### src/rtl/run_ctrl.sv
// Run controller: starts one processor program, counts its RUN cycles,
// times it out, and arbitrates the shared data memory between host and core.
module run_ctrl #(
    parameter logic [15:0] TMO = 16'd4000,
    parameter int          AW  = 8
) (
    input  logic          clk,
    input  logic          reset,
    input  logic          run,
    input  logic [1:0]    prog_sel,
    input  logic          host_req,
    input  logic          host_we,
    input  logic [AW-1:0] host_addr,
    input  logic [7:0]    host_wdat,
    output logic          host_gnt,
    output logic [7:0]    host_rdat,
    output logic          core_start,
    output logic [1:0]    core_prog,
    input  logic          core_done,
    input  logic          core_we,
    input  logic [AW-1:0] core_addr,
    input  logic [7:0]    core_wdat,
    output logic [7:0]    core_rdat,
    output logic          mem_we,
    output logic [AW-1:0] mem_addr,
    output logic [7:0]    mem_wdat,
    input  logic [7:0]    mem_rdat,
    output logic          busy,
    output logic [1:0]    status,
    output logic [15:0]   cycles
);

    localparam logic [1:0] S_IDLE  = 2'd0;
    localparam logic [1:0] S_START = 2'd1;
    localparam logic [1:0] S_RUN   = 2'd2;
    localparam logic [1:0] S_DONE  = 2'd3;

    localparam logic [15:0] TLIM = TMO - 16'd1;

    logic [1:0]  state;
    logic [15:0] cyc_inc;
    logic        tmo_hit;

    assign cyc_inc = (cycles == 16'hFFFF) ? cycles : cycles + 16'd1;
    assign tmo_hit = (cycles == TLIM);

    always_ff @(posedge clk) begin
        if (reset) begin
            state     <= S_IDLE;
            core_prog <= 2'd0;
            status    <= 2'd0;
            cycles    <= 16'd0;
        end else begin
            unique case (state)
                S_IDLE, S_DONE: begin
                    if (run) begin
                        state     <= S_START;
                        core_prog <= prog_sel;
                        cycles    <= 16'd0;
                    end
                end
                S_START: state <= S_RUN;
                S_RUN: begin
                    // the completing cycle is counted too
                    cycles <= cyc_inc;
                    if (core_done) begin
                        state  <= S_DONE;
                        status <= 2'd1;
                    end else if (tmo_hit) begin
                        state  <= S_DONE;
                        status <= 2'd2;
                    end
                end
                default: state <= S_IDLE;
            endcase
        end
    end

    assign busy       = (state == S_START) || (state == S_RUN);
    assign core_start = (state == S_START);

    // core owns the memory while busy; the other side's writes are dropped
    assign host_gnt  = host_req && !busy;
    assign host_rdat = host_gnt ? mem_rdat : 8'd0;
    assign core_rdat = busy ? mem_rdat : 8'd0;
    assign mem_we    = busy ? core_we : (host_req && host_we);
    assign mem_addr  = busy ? core_addr : host_addr;
    assign mem_wdat  = busy ? core_wdat : host_wdat;

endmodule

### config.mk
export PLATFORM = sky130hd
export DESIGN_NAME = run_ctrl
export DESIGN_NICKNAME = d
export VERILOG_FILES = /design/src/rtl/run_ctrl.sv
export SDC_FILE = /design/constraint.sdc
export NUM_CORES = 1
export LEC_CHECK = 0
export ABC_AREA = 0
export CORE_ASPECT_RATIO = 1.4
export CORE_MARGIN = 1.5
export CORE_UTILIZATION = 36
export CTS_CLUSTER_SIZE = 10
export DETAILED_ROUTE_END_ITERATION = 16
export PLACE_DENSITY_LB_ADDON = 0.15
export SKIP_CTS_REPAIR_TIMING = 1
export SYNTH_ARGS = -nofsm -noshare
export SYNTH_HDL_FRONTEND = slang
export SYNTH_SLANG_ARGS = --single-unit
### constraint.sdc
create_clock -name clk -period 2.55 [get_ports clk]
set_clock_uncertainty 0.2 [all_clocks]
set_input_delay 0.3825 -clock clk [delete_from_list [all_inputs] [get_ports clk]]
set_output_delay 0.3825 -clock clk [all_outputs]
set_load 0.01 [all_outputs]
## Word level (Yosys, flattened, before mapping)

Cells that the tools add are included.

- Bits in registers: 22
- Input bits: 49
- Output and inout port bits: 56
- Logic and storage cells: 39

- $add $sub $neg: 1
- Equality and inequality tests: 8
- Mux-type cells: 14
- Reduce and logical (&&, ||, !) cells: 12

Operator list:

| kind | number |
|---|---|
| $mux W16 | 2 |
| $mux W8 | 4 |
| $pmux W16 S2 | 1 |
| $add A16 B1 Y16 const B | 1 |
| $eq A16 B12 Y1 const B | 1 |
| $eq A16 B16 Y1 const B | 1 |
| $mux W2 | 5 |
| $pmux W2 S3 | 1 |
| $reduce_and A2 Y1 | 3 |
| $eq A2 B2 Y1 const B | 2 |
| $ne A2 B2 Y1 const B | 2 |
| $reduce_bool A2 Y1 | 2 |
| $ne A3 B3 Y1 const B | 1 |
| $reduce_and A3 Y1 | 1 |
| $eq A2 B1 Y1 const B | 1 |
| $logic_and A1 B1 Y1 | 2 |
| $logic_not A2 Y1 | 1 |
| $reduce_or A2 Y1 | 1 |
| $logic_not A1 Y1 | 1 |
| $logic_or A1 B1 Y1 | 1 |
| $mux W1 | 1 |

## Longest topological paths before layout

- Depth in word-level cells: 5
- Mapped depth: 7
- Depth with buffers taken out: 6

## Least setup slack after synthesis

OpenSTA, ideal clock, no wires.

- Path kind: register to output
- From: register state[0]
- To: output mem_addr[5]
- Data arrival time: 1670 ps
- Required time: 1967 ps
- Slack: 298 ps
- Stages on the path, launching flop included: 6
- Path buffers: 2
- Path through: dfxtp_1 > inv_1 > ha_1 > buf_1 > buf_2 > mux2_2

- Cells in the longest elaborated chain, start to end: 3
- Elaborated cells between the ends (all ways): 4
- Those cells by class: 2 x eq/ne; 1 x mux; 1 x reduce/logical

Ends and longest elaborated chain:

| item | RTL line | source |
|---|---|---|
| start: declaration | 40 | `logic [1:0] state;` |
| start signal: assignment | 49 | `state <= S_IDLE;` |
| start signal: assignment | 57 | `state <= S_START;` |
| start signal: assignment | 62 | `S_START: state <= S_RUN;` |
| $eq A2 B1 Y1 / $eq A2 B2 Y1 (equally long branches) | 79 | `assign busy = (state == S_START) \|\| (state == S_RUN);` |
| $logic_or A1 B1 Y1 (*) | 79 |  |
| $mux W8 (*) | 87 | `assign mem_addr = busy ? core_addr : host_addr;` |
| end: declaration | 25 | `output logic [AW-1:0] mem_addr,` |

Every way passes the cells marked *; elsewhere a longest branch is shown, timed or not.

## Worst setup path in the final report

- From: register state[0]
- To: output host_rdat[6]

- Cells in the longest elaborated chain, start to end: 5
- Elaborated cells between the ends (all ways): 6
- Those cells by class: 2 x eq/ne; 1 x mux; 3 x reduce/logical

Ends and longest elaborated chain:

| item | RTL line | source |
|---|---|---|
| $eq A2 B1 Y1 / $eq A2 B2 Y1 (equally long branches) | 79 |  |
| $logic_or A1 B1 Y1 (*) | 79 |  |
| $logic_not A1 Y1 (*) | 83 | `assign host_gnt = host_req && !busy;` |
| $logic_and A1 B1 Y1 (*) | 83 |  |
| $mux W8 (*) | 84 | `assign host_rdat = host_gnt ? mem_rdat : 8'd0;` |
| end: declaration | 16 | `output logic [7:0] host_rdat,` |

Marks and branches as above.

==> implementation parameters <==
Parameter                              Value

Worst setup path
  Arrival time worst endpoint    between 1500 and 2000 ps
  Buf+Inv Stages, Crit Path    3
  R2r worst-path depth    6
  Worst setup SP type    register
  WP data required    1970 ps
  Worst path max stage delay    around 540 ps
  Delay-heaviest family, CP    buffers and inverters
  List of cells traversed by the critical path    inv_1 -> ha_4 -> clkbuf_16 -> and3_1 -> clkdlybuf4s50_1
  Max stage delay cell, worst path    clkdlybuf4s50_1
  Worst reg2reg setup slack    340 ps
  CP max FO    16
  Setup Crit Path Kind    register to output port
  Terminus of the critical flop-to-flop path    cycles[1]
  Kind of capture point of the worst setup path    output port
  Startpoint of the lowest-slack register-to-register path    cycles[1]

Synth
  Number of library cell types mapped by synthesis    43
  Syn Std Cell Area    1610 µm²
  Sequential share of the synthesized area    a little over a quarter
  Number of nets produced by synthesis    247
  Primary flip-flop cell chosen by synthesis mapping    dfxtp_1
  Count of flip-flops with a built-in enable after synthesis    0
  Mapped Avg Cell Area    approximately 8.3 µm²
  Count of synthesis-stage warnings from yosys    0
  Synth async-reset ratio    0%
  Number of instances in the synthesized netlist    194
  Number of storage elements in the synthesis netlist    22

Min path
  Worst min-delay path class    register to register
  Hold Path End    core_prog[1]
  Critical hold path startpoint    core_prog[1]
  Number of cells on the worst hold path    2

GRT
  First-pass GRT wire length    8740 µm
  Antenna violations before repair    0
  Total congestion overflow after global routing    0
  Via count of the first global-routing pass    approximately 1900
  GRT Resource Usage Total    between 20% and 30%
  Largest net degree at the start of global routing    33

Final layout
  Layout cell share with drive strength beyond 1    15.0%
  Synthesis-to-finish area growth    82.5%
  Finished Layout Cells    366
  Final core area utilization    68.9%
  Diodes inserted    0
  Final #Nets    360

Clock network
  Clock buffer count from CTS    3
  Clock root buffer    clkbuf_8
  Clock insertion delay at the later pin of the skew report    270 ps
  CTS Buffer Depth    2
  Sinks on the clock net    22
  Total number of H-tree levels    1
  TritonCTS clock tree    built
  Clock slew at the register clock pins of the worst setup and hold paths    90 ps

Floorplan
  Core footprint    approximately 4300 µm²
  Chip Height    a little over 80 µm
  Number of standard-cell rows in the floorplan    28
  Number of ports placed on the die boundary    ~110
  Die area    4900 µm²
  Initial standard-cell utilization of the core    37.8%
  Floorplan die width    59.6 µm

Placed design
  Final weighted congestion in routability-driven placement    around 0.95
  DPL Wire Length    4570 µm
  PortBufs    104
  Cell count after placement    361
  Place WS    159 ps

Job
  Total of max-cap violations    0

Drt
  Number of violations reported at the end of detailed-routing iteration 0    122
  Vias post-DR    between 2000 and 2500
  Vias per cell    5.48
  Routed wire length    5830 µm
  Average routed wire per standard cell    15.9 µm
  Post-DRT Antenna Nets    0
  Number of iterations in the first detailed-routing pass    6
  Detailed-route DRC error count    0

Power and ir drop
  Power, Total    0.00237 W
  Total power per unit cell area    806 nW/µm²
  Peak supply drop    around 0.59 mV
  Static leakage power    1.24 nW

STA
  Unrepaired setup endpoints after global routing    no
  Final setup margin    112 ps
  Number of failing hold endpoints at the final stage    0
  Pins Over Slew Limit    0
  Slew Limit Headroom    69.6%
  Peak Freq    0.410 GHz
  Final min period    about 2400 ps
  Slew at the pin with the worst max-slew slack    roughly 450 ps
  Final period util    a little over nine tenths
  # setup viols final    0

Run status
  Outcome    complete, no violations
-- worst min-delay path, cell delays in order (launching register included) --
cell	delay, ps
dfxtp_1	330
nand2_1	50
a21oi_1	50
-- cell type report --
type	instances	area, µm²
clock buffers	3	41.3
repair buffers	119	1230
clock inverters	1	30.0
well taps	60	75.1
fillers	363	1330
multi-input cells	155	1110
inverters	6	22.5
flip-flops and latches	22	442
-- sequential cells by signal, indices dropped and copies added (netlist names) --
register and cells:
cycles 16, status 2, state 2, core_prog 2
-- placed cells by master, fill, tap and decap left out, drive strengths merged, types with 9 or more instances in the layout --
master / synthesis / layout
a21oi: 13 / 13
and3: 11 / 11
buf: 7 / 14
clkdlybuf4s50: 0 / 87
dfxtp: 22 / 22
dlymetal6s2s: 0 / 17
mux2: 18 / 18
nand2: 14 / 14
nand3: 9 / 9
nor2: 10 / 10
nor2b: 10 / 10
-- synthesized netlist by cell type, types with 2 or more instances --
cell type,number,area (µm²)
dfxtp_1,22,440
mux2_2,18,203
nand2_1,14,52.6
a21oi_1,13,65.1
and3_1,11,68.8
nor2_1,10,37.5
nor2b_1,10,62.6
nand3_1,9,45.0
o21ai_0,7,35.0
a31oi_1,6,37.5
inv_1,6,22.5
buf_2,5,25.0
nand4_1,5,31.3
a41oi_1,4,35.0
and2_1,4,25.0
and4_1,4,35.0
clkbuf_1,4,15.0
ha_1,4,50.1
nand2b_1,4,25.0
nand4_2,3,37.5
nor3_1,3,15.0
o31ai_1,3,22.5
or3_1,3,18.8
o32ai_1,2,17.5
or4_1,2,15.0
-- per-layer routing --
metal | vias to the layer above | share of wire (%) | global-route usage (%)
li1 | 958 | - | -
met1 | 904 | 35 | 25.1
met2 | 125 | 52 | 41.3
met3 | 17 | 10 | 8.10
met4 | 0 | 2.7 | 9.56
met5 | - | 0 | 0
-- logic make-up (layout without fill, tap and decap cells) --
| family | after synthesis | after routing | synth area share, % |
|---|---|---|---|
| adder cells (fa/ha/maj) | 4 | 4 | 3.10 |
| AND/OR/NAND/NOR | 87 | 87 | 31.6 |
| buffers and inverters | 17 | 129 | 4.81 |
| flip-flops | 22 | 22 | 27.3 |
| AO/OA/AOI/OAI | 45 | 45 | 20.0 |
| multiplexers | 19 | 19 | 13.2 |
-- where the power goes --
group | leakage [nW] | switching (W) | internal [W]
registers | 0.178 | 0.0000226 | 0.000375
logic | 1.02 | 0.000708 | 0.000931
clock network | 0.0357 | 0.000127 | 0.000210
-- how the worst max path moves through the flow --
stage | end | startpoint | cells past startpoint | slack [ps]
3_5_place_dp | mem_we | state[0] | 6 | 160
4_1_cts | mem_we | state[0] | 6 | -150
6_report | host_rdat[6] | state[0] | 5 | 110
2_1_floorplan | mem_addr[5] | state[0] | 5 | 300
3_3_place_gp | mem_we | state[0] | 6 | 200
5_1_grt | host_rdat[3] | state[0] | 5 | 30
-- per-stage QoR --
step	setup TNS [ps]	instance area (µm²)	hold slack [ps]
2_1_floorplan	0	1610	281
3_3_place_gp	0	2790	253
3_5_place_dp	0	2790	262
4_1_cts	-1970	2860	278
5_1_grt	0	2950	295
6_report	0	2950	274
Power figures use the tool's default switching activity.
